<file path="src/rtl/fetch_stage.sv">
// Fetch stage and IF/ID pipeline register: owns the PC, applies EX redirects,
// and runs interrupt entry through a short drain before jumping to the ISR.
module fetch_stage #(
   parameter logic [31:0] RESET_PC = 32'h0000_0000,
   parameter logic [31:0] ISR_PC   = 32'h0000_0100,
   parameter logic [31:0] NOP      = 32'h0000_0013
) (
   input  logic        clk,
   input  logic        rst,
   input  logic        hazard,
   input  logic        stall_mem,
   input  logic        branch_taken,
   input  logic [31:0] branch_target,
   input  logic        rti,
   input  logic        interrupt,
   output logic [31:0] imem_addr,
   input  logic [31:0] imem_rdata,
   output logic [31:0] inst_if_id,
   output logic [31:0] pc_if_id,
   output logic        valid_if_id,
   output logic [31:0] epc,
   output logic        int_active
);

   typedef enum logic {NORMAL, DRAIN} state_e;

   state_e      state_q, state_d;
   logic [1:0]  cnt_q, cnt_d;
   logic [31:0] pc_q, pc_d;
   logic [31:0] inst_q, inst_d;
   logic [31:0] pc_id_q, pc_id_d;
   logic        valid_q, valid_d;
   logic [31:0] epc_q, epc_d;
   logic        int_active_q, int_active_d;

   logic        take_rti;
   logic        take_br;
   logic [31:0] br_target;

   // rti only counts while in the ISR; it outranks a simultaneous branch.
   assign take_rti  = rti && int_active_q;
   assign take_br   = branch_taken && !take_rti;
   assign br_target = {branch_target[31:2], 2'b00};

   always_comb begin
      // NOTE: every next-state signal gets a hold default first so no path
      // through this block leaves one unassigned, which would infer a latch.
      state_d      = state_q;
      cnt_d        = cnt_q;
      pc_d         = pc_q;
      inst_d       = inst_q;
      pc_id_d      = pc_id_q;
      valid_d      = valid_q;
      epc_d        = epc_q;
      int_active_d = int_active_q;

      if (!stall_mem) begin
         if (take_rti) begin
            pc_d         = epc_q;
            int_active_d = 1'b0;
            inst_d       = NOP;
            valid_d      = 1'b0;
         end else if (take_br) begin
            inst_d  = NOP;
            valid_d = 1'b0;
            // During drain the branch is older than the saved PC, so it
            // becomes the resume point instead of steering fetch.
            if (state_q == DRAIN) epc_d = br_target;
            else                  pc_d  = br_target;
         end else if (!hazard && state_q == NORMAL) begin
            if (interrupt && !int_active_q) begin
               epc_d   = pc_q;
               inst_d  = NOP;
               valid_d = 1'b0;
               state_d = DRAIN;
               cnt_d   = 2'd2;
            end else begin
               inst_d  = imem_rdata;
               pc_id_d = pc_q;
               valid_d = 1'b1;
               pc_d    = pc_q + 32'd4;
            end
         end

         if (state_q == DRAIN && !hazard) begin
            inst_d  = NOP;
            valid_d = 1'b0;
            cnt_d   = cnt_q - 2'd1;
            if (cnt_q == 2'd1) begin
               pc_d         = ISR_PC;
               int_active_d = 1'b1;
               state_d      = NORMAL;
            end
         end
      end
   end

   always_ff @(posedge clk or posedge rst) begin
      if (rst) begin
         state_q      <= NORMAL;
         cnt_q        <= 2'd0;
         pc_q         <= RESET_PC;
         inst_q       <= NOP;
         pc_id_q      <= 32'd0;
         valid_q      <= 1'b0;
         epc_q        <= 32'd0;
         int_active_q <= 1'b0;
      end else begin
         // NOTE: non-blocking assignments so every register samples the
         // pre-edge values regardless of statement order.
         state_q      <= state_d;
         cnt_q        <= cnt_d;
         pc_q         <= pc_d;
         inst_q       <= inst_d;
         pc_id_q      <= pc_id_d;
         valid_q      <= valid_d;
         epc_q        <= epc_d;
         int_active_q <= int_active_d;
      end
   end

   assign imem_addr   = pc_q;
   assign inst_if_id  = inst_q;
   assign pc_if_id    = pc_id_q;
   assign valid_if_id = valid_q;
   assign epc         = epc_q;
   assign int_active  = int_active_q;

endmodule

</file>
<file path="config.mk">
export PLATFORM = sky130hd
export DESIGN_NAME = fetch_stage
export DESIGN_NICKNAME = d
export VERILOG_FILES = /design/src/rtl/fetch_stage.sv
export SDC_FILE = /design/constraint.sdc
export NUM_CORES = 1
export LEC_CHECK = 0
export CORE_MARGIN = 2
export CORE_UTILIZATION = 40
export CTS_BUF_LIST = sky130_fd_sc_hd__clkbuf_16
export DETAILED_ROUTE_END_ITERATION = 8
export PLACE_DENSITY = 0.72
export SETUP_SLACK_MARGIN = 0.1
export SLEW_MARGIN = 20
export SYNTH_ARGS = -nofsm -noshare
export SYNTH_HDL_FRONTEND = slang
export SYNTH_SLANG_ARGS = --single-unit
export TNS_END_PERCENT = 30
</file>
<file path="constraint.sdc">
create_clock -name clk -period 5.24 [get_ports clk]
set_input_delay 1.048 -clock clk [delete_from_list [all_inputs] [get_ports clk]]
set_output_delay 1.048 -clock clk [all_outputs]
set_load 0.03 [all_outputs]
</file>
# After elaboration in Yosys (flattened, before gate mapping)
# Index checks and enable logic that the tools add are counted.
dict set report totals {
  reg_bits 133
}
dict set report op_classes {
  reduce_logical 17
  bitwise 5
  n_eq_ne 4
  n_addsub 2
  mux 35
}
# op n
set ops {}
lappend ops {{$mux W32} 16}
lappend ops {{$add A32 B3 Y32 const B} 1}
lappend ops {{$reduce_and A5 Y1} 3}
lappend ops {{$mux W1} 14}
lappend ops {{$mux W2} 5}
lappend ops {{$reduce_bool A2 Y1} 4}
lappend ops {{$logic_and A1 B1 Y1} 5}
lappend ops {{$not A1 Y1} 5}
lappend ops {{$ne A2 B1 Y1 const B} 2}
lappend ops {{$reduce_bool A4 Y1} 1}
lappend ops {{$logic_not A1 Y1} 3}
lappend ops {{$eq A2 B1 Y1 const B} 1}
lappend ops {{$ne A2 B2 Y1 const B} 1}
lappend ops {{$reduce_and A2 Y1} 1}
lappend ops {{$sub A2 B1 Y2 const B} 1}

# Depth between registers and ports, before layout
# Gate-level depths: netlist of run 1.
dict set report logic_depth {
  word_depth 8
  ltp_mapped 9
}

# Worst setup path after synthesis of run 1
# No wires, ideal clock.
dict set report synth_timing {
  kind {in2reg}
  start {in hazard}
  end {reg pc_q[27] (netlist: imem_addr[27])}
  setup_slack_ns 2.298
  cell_stages 7
  required_time_ns 5.170
  t_arrival_ns 2.873
  setup_ns 0.070
  path_cell_list {clkbuf_1 -> nor2_2 -> nand3_1 -> or4_1 -> buf_2 -> or4b_1 -> nand3_1}
}
dict set report synth_between {
  elab_chain_len 7
}
# item line
set synth_lines {}
lappend synth_lines {{start, declared} 10} ;# input logic hazard,
lappend synth_lines {{$logic_not A1 Y1 (*)} {70, 85}}
lappend synth_lines {{$logic_and A1 B1 Y1} 70} ;# end else if (!hazard && state_q == NORMAL) begin
lappend synth_lines {{$mux W32} 70}
lappend synth_lines {{$mux W32} 63} ;# end else if (take_br) begin
lappend synth_lines {{$mux W32} 58} ;# if (take_rti) begin
lappend synth_lines {{$mux W32} 89} ;# if (cnt_q == 2'd1) begin
lappend synth_lines {{$mux W32 (*)} 85} ;# if (state_q == DRAIN && !hazard) begin
lappend synth_lines {{end signal, assigned} 113} ;# pc_q <= pc_d;
lappend synth_lines {{end, declared} 29} ;# logic [31:0] pc_q, pc_d;
# Every way passes the cells marked *; elsewhere a longest branch is shown, timed or not.
# A chain may end at the register's enable or synchronous reset.

# Worst setup path in the final report of run 1
dict set report layout_timing {
  start {in hazard}
  end {reg pc_q[21] (netlist: imem_addr[21])}
}
# The elaborated chain is that of the path after synthesis.

==> qor.csv, run 1 <==
stage,metric,value,unit
sta,RSZ-0062 raised after global routing,no,
floorplanning,die area,0.01741,mm2
routing,drt total wl,20700,um
grt,vias in the first global route,6035,
grt,gr ovfl total,0,
sta,Layout Skew,0.009799,ns
routing,# DRC,0,
critical_path,WP data arrival,3.77,ns
synthesis,"Avg Cell Area, Syn",9.352,um2
flow_run,total of max-cap violations,0,
synthesis,Syn Nets,773,
clock_tree,clock slew at reported path FFs,0.06,ns
floorplanning,cell row count,46,
clock_tree,Worst-Skew Late Latency,0.42,ns
synthesis,Cells after Synth,700,
cells_and_area,FF+latch area,0.003332,mm2
routing,Avg WL per Cell,18.78,um
synthesis,asr flop ratio synth,100.0,%
routing,TritonRoute pass-1 iters,6,
synthesis,top-area cell type share of the netlist area,49.69,%
cells_and_area,post-route cell area,0.009261,mm2
power,PwrDens,545.9,mW/mm2
sta,Max Slew Vio Count,0,
synthesis,post-synthesis register bit count,133,
routing,vias,6275,
grt,largest net degree at the start of global routing,104,
cells_and_area,Post-Layout Cell Count,1102,
cells_and_area,Layout area overhead,41.48,%
clock_tree,CTS hold repair buffers,0,
power,sw frac,41.98,%
power,P_int,2.934,mW
sta,final period utilization,66.25,%
grt,antenna violations before repair,0,
critical_path,FF-to-FF setup slack,2.21,ns
clock_tree,post-CTS setup buffer count,0,
synthesis,synthesized area,0.006546,mm2
power,power share of the combinational group,42.3,%
floorplanning,initial core utilization,41.06,%
place,IO Port Bufs,198,
floorplanning,Core Region,0.01594,mm2
critical_path,Worst EP required,5.53,ns
cells_and_area,ANT cells,0,
routing,vias per inst,5.694,
power,sequential share of power,35.4,%
sta,Fin. Hold Viols,0,
sta,Slew HR,32.64,%
power,Max VDD drop,284.2,uV
run_status,status,"complete, no violations",
routing,DR iter-0 viols,553,
clock_tree,CTS H-tree lvls,4,
cells_and_area,Nets,946,
clock_tree,total CTS buffers,17,
sta,"Min Clock Period, post-route",3.471,ns
clock_tree,cts repair resizes,0,
cells_and_area,multi-input logic area,0.002995,mm2
cells_and_area,share of layout cells above drive strength 1,6.433,%
place,DP Wirelength,13930,um
clock_tree,clock sink count,133,
clock_tree,clock buffer depth,2,
critical_path,Worst Setup Start Kind,input port,
sta,TNS Setup,0,ns
clock_tree,Clock Tree Root,clkbuf_16,
min_path,Hold Path Class,reg -> reg,
grt,Total GRT Usage,24.02,%
sta,Slew @ Worst Pin,1.001,ns
routing,"antenna viol nets, final",0,
clock_tree,CTS tree,yes,
place,dpl cell area,0.008712,mm2
place,placed cell count,1070,
power,Clk pwr share,22.3,%
critical_path,critical path class,in -> reg,
synthesis,"count leader, synth",nand2_1,
synthesis,commonest cells in the netlist,"nand2_1, dfrtp_1, o21ai_0",
floorplanning,die height,131.9,um
grt,global-route wire length before repair,33310,um
place,GP Congestion,0.8346,
critical_path,Worst Path Max Fanout,10,
synthesis,register area share after synthesis,50.90,%
synthesis,"top cells by area, synth","dfrtp_1, nand2_1, o21ai_0",
sta,final setup fails,0,
synthesis,largest area contributor in the netlist,dfrtp_1,
critical_path,Worst Setup End Kind,register,
sta,fmax,0.2881,GHz
synthesis,post-synth cell types,66,
sta,final hold slack,0.4728,ns
cells_and_area,fillers,1425,
floorplanning,IO Count,201,
floorplanning,Die Span X,131.9,um
power,P_leak,4.018,nW
synthesis,number of enable flip-flop cells after synthesis,0,
synthesis,Yosys Warn Count,0,
power,Psw,2.123,mW
synthesis,"Top FF cell, synth",dfrtp_1,
==> stage by stage <==
step | util [%] | setup slack [ns] | power, mW
3_3_place_gp | 54.65 | 1.554 | 3.900
4_1_cts | 58.09 | 1.810 | 5.077
6_report | 58.09 | 1.769 | 5.056
5_1_grt | 58.09 | 1.627 | 5.327
3_5_place_dp | 54.65 | 1.509 | 3.936
2_1_floorplan | - | 0.6426 | 2.959
==> worst paths after layout <==
path | start | to | depth (start not counted)
hold / removal | pc_if_id[11] | pc_if_id[11] | 2
hold reg to reg | pc_if_id[11] | pc_if_id[11] | 2
max in group asynchronous | rst | inst_if_id[7] | 3
min in group asynchronous | rst | inst_if_id[10] | 2
setup reg to reg | state_q | imem_addr[21] | 5
setup / recovery | hazard | imem_addr[21] | 6
==> layer usage <==
layer	share of wire, %	wire length, um	GRT usage [%]	up-vias
li1	-	-	-	2911
met3	9.0	1868	7.228	31
met1	42	8779	31.84	3037
met2	47	9700	37.47	296
met5	0	0	0	-
met4	1.7	346	8.454	0
==> cells in the final DEF, fill, tap and decap left out, drive strengths merged, types with 5 or more instances in the layout <==
cell type and count:
clkdlybuf4s50 198, nand2 158, dfrtp 130, o21ai 68, a22o 33, mux2i 28
nand3 25, a21oi 18, clkbuf 17, nor2 17, inv 15, a22oi 12
nand4 11, buf 11, and3 10, nor3 8, clkinv 8, o211ai 7
a31oi 6, and2 6, nor4 5, o31ai 5
==> critical path: stages <==
cell             delay [ns]
clkdlybuf4s50_1        0.55
nor2_2                 0.31
nand3_1                0.38
nor4_1                 0.94
nand4_1                0.18
o311ai_0               0.35
==> cell families after synthesis <==
group | Yosys count | share of synthesized area, %
compound gates | 202 | 21.45
buf+inv | 67 | 3.918
flops | 133 | 50.90
fa+ha+maj | 2 | 0.3822
simple gates | 265 | 18.64
xor+xnor | 2 | 0.2676
mux | 29 | 4.453
==> power by group through the flow <==
stage	sequential [mW]	clock, mW	combinational, mW
2_1_floorplan	2.26	0	0.696
3_3_place_gp	1.78	0	2.12
3_5_place_dp	1.79	0	2.14
4_1_cts	1.78	1.14	2.15
5_1_grt	1.84	1.19	2.29
6_report	1.79	1.13	2.14
==> area by class of cell <==
| class | instances | area share [%] |
|---|---|---|
| Tap cell | 216 | 2.918 |
| Sequential cell | 133 | 35.98 |
| Inverter | 12 | 0.5404 |
| Clock buffer | 17 | 4.593 |
| Clock inverter | 15 | 1.337 |
| Multi-Input combinational cell | 500 | 32.34 |
| Timing Repair Buffer | 209 | 22.29 |
==> sequential cells by signal, summed over array words and instances, names as in the netlist <==
name         cells
inst_if_id      32
imem_addr       32
pc_if_id        32
int_active       1
state_q          1
epc             32
cnt_q            2
valid_if_id      1
(Power assumes the default switching activity.)
==> run 2: changes to the inputs <==
- clock period: 5.24 -> 3.4 ns (I/O delays scaled with it)
==> run 2 against run 1 <==
  * Sequential power rose by 53%
  * Highest routed layer is now met5
  * Utilization is 0.81 points higher
  * Largest power group unchanged
  * Count of clock-buffer cells in the layout did not move
  * Hold slack gained 0.0015 ns
  * Via count decreased by 0.33%
  * Largest cell class unchanged
  * Final area grew 1.4%
  * Worst setup slack worse by 0.94 ns
  * Global-route usage shrank 0.10 points
  * Critical path depth decreased by 1
  * Die area unchanged
  * Flip-flop and latch count stayed put
==> qor.csv, run 2 (synthesis gave the netlist of run 1 again) <==
stage,metric,value,unit,change
power,P_int,4.553,mW,was 2.934 mW
critical_path,Worst Path Max Fanout,8,,was 10
floorplanning,Core Region,0.01594,mm2,unchanged
routing,TritonRoute pass-1 iters,5,,was 6
place,DP Wirelength,14080,um,"was 13,930 um"
grt,largest net degree at the start of global routing,134,,was 104
place,pre-CTS WS,0.4765,ns,was 1.509 ns
sta,Layout Skew,0.006984,ns,was 0.009799 ns
place,dpl cell area,0.008840,mm2,was 0.008712 mm2
sta,TNS Setup,0,ns,unchanged
cells_and_area,multi-input logic area,0.002997,mm2,was 0.002995 mm2
critical_path,FF-to-FF path depth,5,,unchanged
place,placed cell count,1082,,"was 1,070"
routing,DR iter-0 viols,553,,unchanged
sta,"Min Clock Period, post-route",2.567,ns,
cells_and_area,Layout area overhead,43.44,%,was 41.48%
critical_path,critical path class,reg -> reg,,was in -> reg
critical_path,WP data arrival,2.93,ns,was 3.77 ns
cells_and_area,ANT cells,0,,unchanged
cells_and_area,fillers,1381,,"was 1,425"
routing,Avg WL per Cell,18.70,um,was 18.78 um
power,sw frac,41.84,%,was 41.98%
place,GP Congestion,0.8597,,was 0.8346
grt,gr ovfl total,0,,unchanged
run_status,status,"complete, no violations",,unchanged
sta,final hold slack,0.4743,ns,was 0.4728 ns
power,Clk pwr share,22.2,%,was 22.3%
critical_path,FF-to-FF setup slack,0.83,ns,was 2.21 ns
critical_path,Worst Setup Start Kind,register,,was input port
power,P_leak,4.089,nW,was 4.018 nW
clock_tree,clock buffer depth,2,,unchanged
routing,# DRC,0,,unchanged
floorplanning,initial core utilization,41.06,%,unchanged
cells_and_area,FF+latch area,0.003332,mm2,unchanged
clock_tree,total CTS buffers,17,,unchanged
clock_tree,CTS tree,yes,,unchanged
routing,vias per inst,5.614,,was 5.694
power,PwrDens,833.8,mW/mm2,was 545.9 mW/mm2
floorplanning,die height,131.9,um,unchanged
min_path,Worst Hold Launch,pc_if_id[15],,was pc_if_id[11]
power,"Power, Total",7.829,mW,was 5.056 mW
cells_and_area,share of layout cells above drive strength 1,7.906,%,was 6.433%
sta,final period utilization,75.51,%,
clock_tree,CTS hold repair buffers,0,,unchanged
floorplanning,Die Span X,131.9,um,unchanged
clock_tree,clock slew at reported path FFs,0.06,ns,about the same
sta,Max Slew Vio Count,0,,unchanged
clock_tree,Clock Tree Root,clkbuf_16,,unchanged
grt,vias in the first global route,6037,,"was 6,035"
critical_path,Worst Setup End Kind,register,,unchanged
cells_and_area,Nets,958,,was 946
critical_path,reg2reg end,imem_addr[27],,was imem_addr[21]
routing,drt total wl,20830,um,"was 20,700 um"
power,power share of the combinational group,42.8,%,was 42.3%
floorplanning,cell row count,46,,unchanged
power,sequential share of power,35.0,%,was 35.4%
clock_tree,cts repair resizes,0,,unchanged
place,IO Port Bufs,198,,unchanged
sta,Slew @ Worst Pin,0.7293,ns,was 1.001 ns
grt,antenna violations before repair,1,,was 0
routing,vias,6254,,"was 6,275"
power,Max VDD drop,369.0,uV,was 284.2 uV
cells_and_area,most frequent cells in the layout,"clkdlybuf4s50_1, nand2_1, dfrtp_1, o21ai_0, a22o_1",,unchanged
clock_tree,Worst-Skew Late Latency,0.43,ns,was 0.42 ns
sta,fmax,0.3895,GHz,
cells_and_area,"most common cell after layout, fill and taps aside",clkdlybuf4s50_1,,unchanged
routing,"antenna viol nets, final",0,,unchanged
clock_tree,clock sink count,133,,unchanged
floorplanning,die area,0.01741,mm2,unchanged
clock_tree,post-CTS setup buffer count,0,,unchanged
floorplanning,IO Count,201,,unchanged
sta,worst setup margin,0.8328,ns,was 1.769 ns
cells_and_area,Final Core Density,58.90,%,was 58.09%
clock_tree,CTS H-tree lvls,4,,unchanged
sta,final setup fails,0,,unchanged
flow_run,total of max-cap violations,0,,unchanged
sta,RSZ-0062 raised after global routing,no,,unchanged
min_path,hold path cells,2,,unchanged
cells_and_area,Post-Layout Cell Count,1114,,"was 1,102"
power,Psw,3.276,mW,was 2.123 mW
grt,Total GRT Usage,23.91,%,was 24.02%
min_path,Hold Path Class,reg -> reg,,unchanged
cells_and_area,post-route cell area,0.009390,mm2,was 0.009261 mm2
sta,Slew HR,51.38,%,was 32.64%
grt,global-route wire length before repair,33130,um,"was 33,310 um"
min_path,Worst Hold Path EP,pc_if_id[15],,was pc_if_id[11]
sta,Fin. Hold Viols,0,,unchanged
critical_path,Worst EP required,3.76,ns,was 5.53 ns
critical_path,reg-to-reg startpoint,imem_addr[7],,was state_q
-- run 2: how the worst max path moves through the flow --
stage / start / to / slack [ns] / depth (start not counted)
3_5_place_dp: branch_taken / imem_addr[31] / 0.48 / 6
2_1_floorplan: hazard / imem_addr[27] / 0.83 / 7
5_1_grt: branch_taken / imem_addr[29] / 0.78 / 6
4_1_cts: imem_addr[7] / imem_addr[27] / 0.87 / 5
3_3_place_gp: branch_taken / inst_if_id[28] / 0.43 / 5
6_report: imem_addr[7] / imem_addr[27] / 0.83 / 5
-- run 2: layout make-up --
type	count	share of cell area, %
Inverter	12	0.5197
Tap cell	216	2.878
Clock buffer	17	4.530
Multi-Input combinational cell	500	31.91
Sequential cell	133	35.48
Timing Repair Buffer	221	23.34
Clock inverter	15	1.332
-- run 2: per-layer routing --
metal  global-route usage, %  part of all wire (%)  vias to the layer above
li1                        -                     -                     2920
met1                   31.26                    42                     3012
met2                   37.01                    46                      282
met3                   7.459                   9.2                       38
met4                   9.662                   2.3                        2
met5                       0                 0.053                        -
-- run 2: power by group through the flow --
stage          clock network (mW)  logic [mW]  registers [mW]
6_report                     1.74        3.35            2.74
4_1_cts                      1.77        3.37            2.73
5_1_grt                      1.84        3.58            2.83
3_5_place_dp                    0        3.36            2.75
2_1_floorplan                   0        1.07            3.49
3_3_place_gp                    0        3.32            2.74
-- run 2: critical path, cell delays in order, from the launching register on --
cell and delay [ns]:
dfrtp_1 0.53, nand2_2 0.13, or4_4 0.57, or4_1 0.66, or4b_1 0.52, nand3_1 0.09
==> run 3: changes to the inputs <==
- clock period: 3.4 -> 2.4 ns (I/O delays scaled with it)
==> run 3 against run 2 <==
  * Hold slack worse by 0.12 ns
  * Via count is 5.3% higher
  * Sequential power is 29% higher
  * Count of clock-buffer cells in the layout stayed put
  * Final cell count is 5.8% higher
  * Utilization is 3.9 points higher
  * Register-to-register slack worse by 0.68 ns
  * Fmax is 14% higher
  * Critical path depth stayed put
  * Final area is 6.6% higher
  * Routed wire length is 3.5% higher
  * Combinational power is 65% higher
  * Largest cell class unchanged
  * Highest routed layer is now met4
==> qor.csv, run 3 (synthesis gave the netlist of run 1 again) <==
stage,metric,value,unit,change
cells_and_area,ANT cells,0,,unchanged
clock_tree,CTS H-tree lvls,4,,unchanged
sta,Slew @ Worst Pin,0.6280,ns,was 0.7293 ns
floorplanning,die area,0.01741,mm2,unchanged
grt,gr ovfl total,0,,unchanged
routing,TritonRoute pass-1 iters,6,,was 5
place,DP Wirelength,15680,um,"was 14,080 um"
power,Clk pwr share,24.4,%,was 22.2%
power,PwrDens,1197,mW/mm2,was 833.8 mW/mm2
sta,Fin. Hold Viols,0,,unchanged
grt,Total GRT Usage,25.32,%,was 23.91%
floorplanning,cell row count,46,,unchanged
routing,DR iter-0 viols,643,,was 553
sta,final period utilization,93.60,%,was 75.51%
critical_path,Critical-path top delay cell,or4_4,,was or4_1
cells_and_area,fillers,1345,,"was 1,381"
critical_path,critical path class,reg -> reg,,unchanged
grt,largest net degree at the start of global routing,49,,was 134
critical_path,Worst EP required,2.76,ns,was 3.76 ns
power,Psw,4.763,mW,was 3.276 mW
clock_tree,clock sink count,133,,unchanged
min_path,Hold Path Class,in -> async,,was reg -> reg
sta,worst setup margin,0.1537,ns,was 0.8328 ns
power,P_int,7.222,mW,was 4.553 mW
place,IO Port Bufs,198,,unchanged
power,Max VDD drop,594.6,uV,was 369.0 uV
cells_and_area,most frequent cells in the layout,"clkdlybuf4s50_1, nand2_1, dfrtp_1, buf_4, o21ai_0",,"was clkdlybuf4s50_1, nand2_1, dfrtp_1, o21ai_0, a22o_1"
clock_tree,clock slew at reported path FFs,0.06,ns,about the same
routing,vias per inst,5.584,,was 5.614
critical_path,Worst Path Max Fanout,5,,was 8
clock_tree,post-CTS setup buffer count,0,,unchanged
critical_path,"slowest stage delay, CP",0.56,ns,was 0.66 ns
grt,global-route wire length before repair,34910,um,"was 33,130 um"
critical_path,worst path cell trace,nand2_2 > or4_4 > or4_4 > or4b_1 > nand3_1,,was nand2_2 > or4_4 > or4_1 > or4b_1 > nand3_1
cells_and_area,FF+latch area,0.003332,mm2,unchanged
floorplanning,Core Region,0.01594,mm2,unchanged
clock_tree,clock buffer depth,2,,unchanged
power,power share of the combinational group,46.2,%,was 42.8%
cells_and_area,multi-input logic area,0.003005,mm2,was 0.002997 mm2
critical_path,WP data arrival,2.61,ns,was 2.93 ns
sta,Max Slew Vio Count,0,,unchanged
clock_tree,total CTS buffers,17,,unchanged
grt,vias in the first global route,6443,,"was 6,037"
floorplanning,Die Span X,131.9,um,unchanged
floorplanning,initial core utilization,41.06,%,unchanged
clock_tree,CTS tree,yes,,unchanged
power,sequential share of power,29.4,%,was 35.0%
routing,Avg WL per Cell,18.29,um,was 18.70 um
sta,RSZ-0062 raised after global routing,no,,unchanged
routing,"antenna viol nets, final",0,,unchanged
cells_and_area,Nets,1023,,was 958
power,"Power, Total",11.99,mW,was 7.829 mW
sta,Slew HR,58.13,%,was 51.38%
routing,# DRC,0,,unchanged
routing,vias,6584,,"was 6,254"
place,GP Congestion,0.9376,,was 0.8597
clock_tree,cts repair resizes,1,,was 0
clock_tree,Worst-Skew Late Latency,0.43,ns,about the same
grt,antenna violations before repair,0,,was 1
cells_and_area,share of layout cells above drive strength 1,14.54,%,was 7.906%
power,P_leak,4.443,nW,was 4.089 nW
clock_tree,CTS hold repair buffers,0,,unchanged
critical_path,"most used cell, CP",or4_4,,
power,sw frac,39.74,%,was 41.84%
cells_and_area,Final Core Density,62.78,%,was 58.90%
sta,final setup fails,0,,unchanged
critical_path,Worst Setup Start Kind,register,,unchanged
flow_run,total of max-cap violations,0,,unchanged
cells_and_area,"most common cell after layout, fill and taps aside",clkdlybuf4s50_1,,unchanged
sta,fmax,0.4452,GHz,was 0.3895 GHz
cells_and_area,Layout area overhead,52.91,%,was 43.44%
critical_path,Worst Setup End Kind,register,,unchanged
sta,Layout Skew,0.007929,ns,was 0.006984 ns
floorplanning,IO Count,201,,unchanged
run_status,status,"complete, no violations",,unchanged
routing,drt total wl,21560,um,"was 20,830 um"
floorplanning,die height,131.9,um,unchanged
place,pre-CTS WS,-0.1865,ns,was 0.4765 ns
sta,TNS Setup,0,ns,unchanged
sta,"Min Clock Period, post-route",2.246,ns,was 2.567 ns
clock_tree,Clock Tree Root,clkbuf_16,,unchanged
-- run 3: worst paths after layout --
check	from	slack, ns	cells past startpoint	endpoint
hold / removal	rst	0.35	2	pc_if_id[29]
max in group asynchronous	rst	1.40	3	inst_if_id[6]
min in group clk	pc_if_id[17]	0.47	2	pc_if_id[17]
setup / recovery	imem_addr[8]	0.15	5	imem_addr[27]
setup reg to reg	imem_addr[8]	0.15	5	imem_addr[27]
hold reg to reg	pc_if_id[17]	0.47	2	pc_if_id[17]
-- run 3: metrics by stage --
stage	instance area, um2	instances	hold WS, ns
global placement	9339	1147	0.4566
floorplan	6550	700	0.4635
finish	10010	1179	0.3503
global route	10010	1179	0.3630
CTS	10000	1179	0.3492
detailed placement	9339	1147	0.4619
-- run 3: worst max-delay path: cells and delay by family (launching register included) --
kind | cells | cell delay, ns
flops | 1 | 0.37
simple gates | 5 | 1.81
-- run 3: per-layer routing --
metal  share of wire (%)  global-route usage, %  vias up
met4                 2.8                  9.843        0
li1                    -                      -     3060
met5                   0                      0        -
met2                  46                  39.90      362
met3                  10                  9.535       58
met1                  40                  31.60     3104
-- run 3: final cells by class --
class	instances	area share, %
multi-input cells	500	30.02
clock inverters	15	2.350
inverters	12	0.4875
flip-flops and latches	133	33.29
clock buffers	17	4.250
well taps	216	2.700
repair buffers	286	26.90
-- run 3: power by group through the flow --
stage / Sequential, mW / Combinational (mW) / Clock [mW]
after CTS: 3.52 / 5.54 / 2.96
after detailed placement: 3.55 / 5.51 / 0
final: 3.53 / 5.54 / 2.92
after global routing: 3.63 / 5.92 / 3.07
after floorplan: 4.94 / 1.52 / 0
after global placement: 3.54 / 5.45 / 0
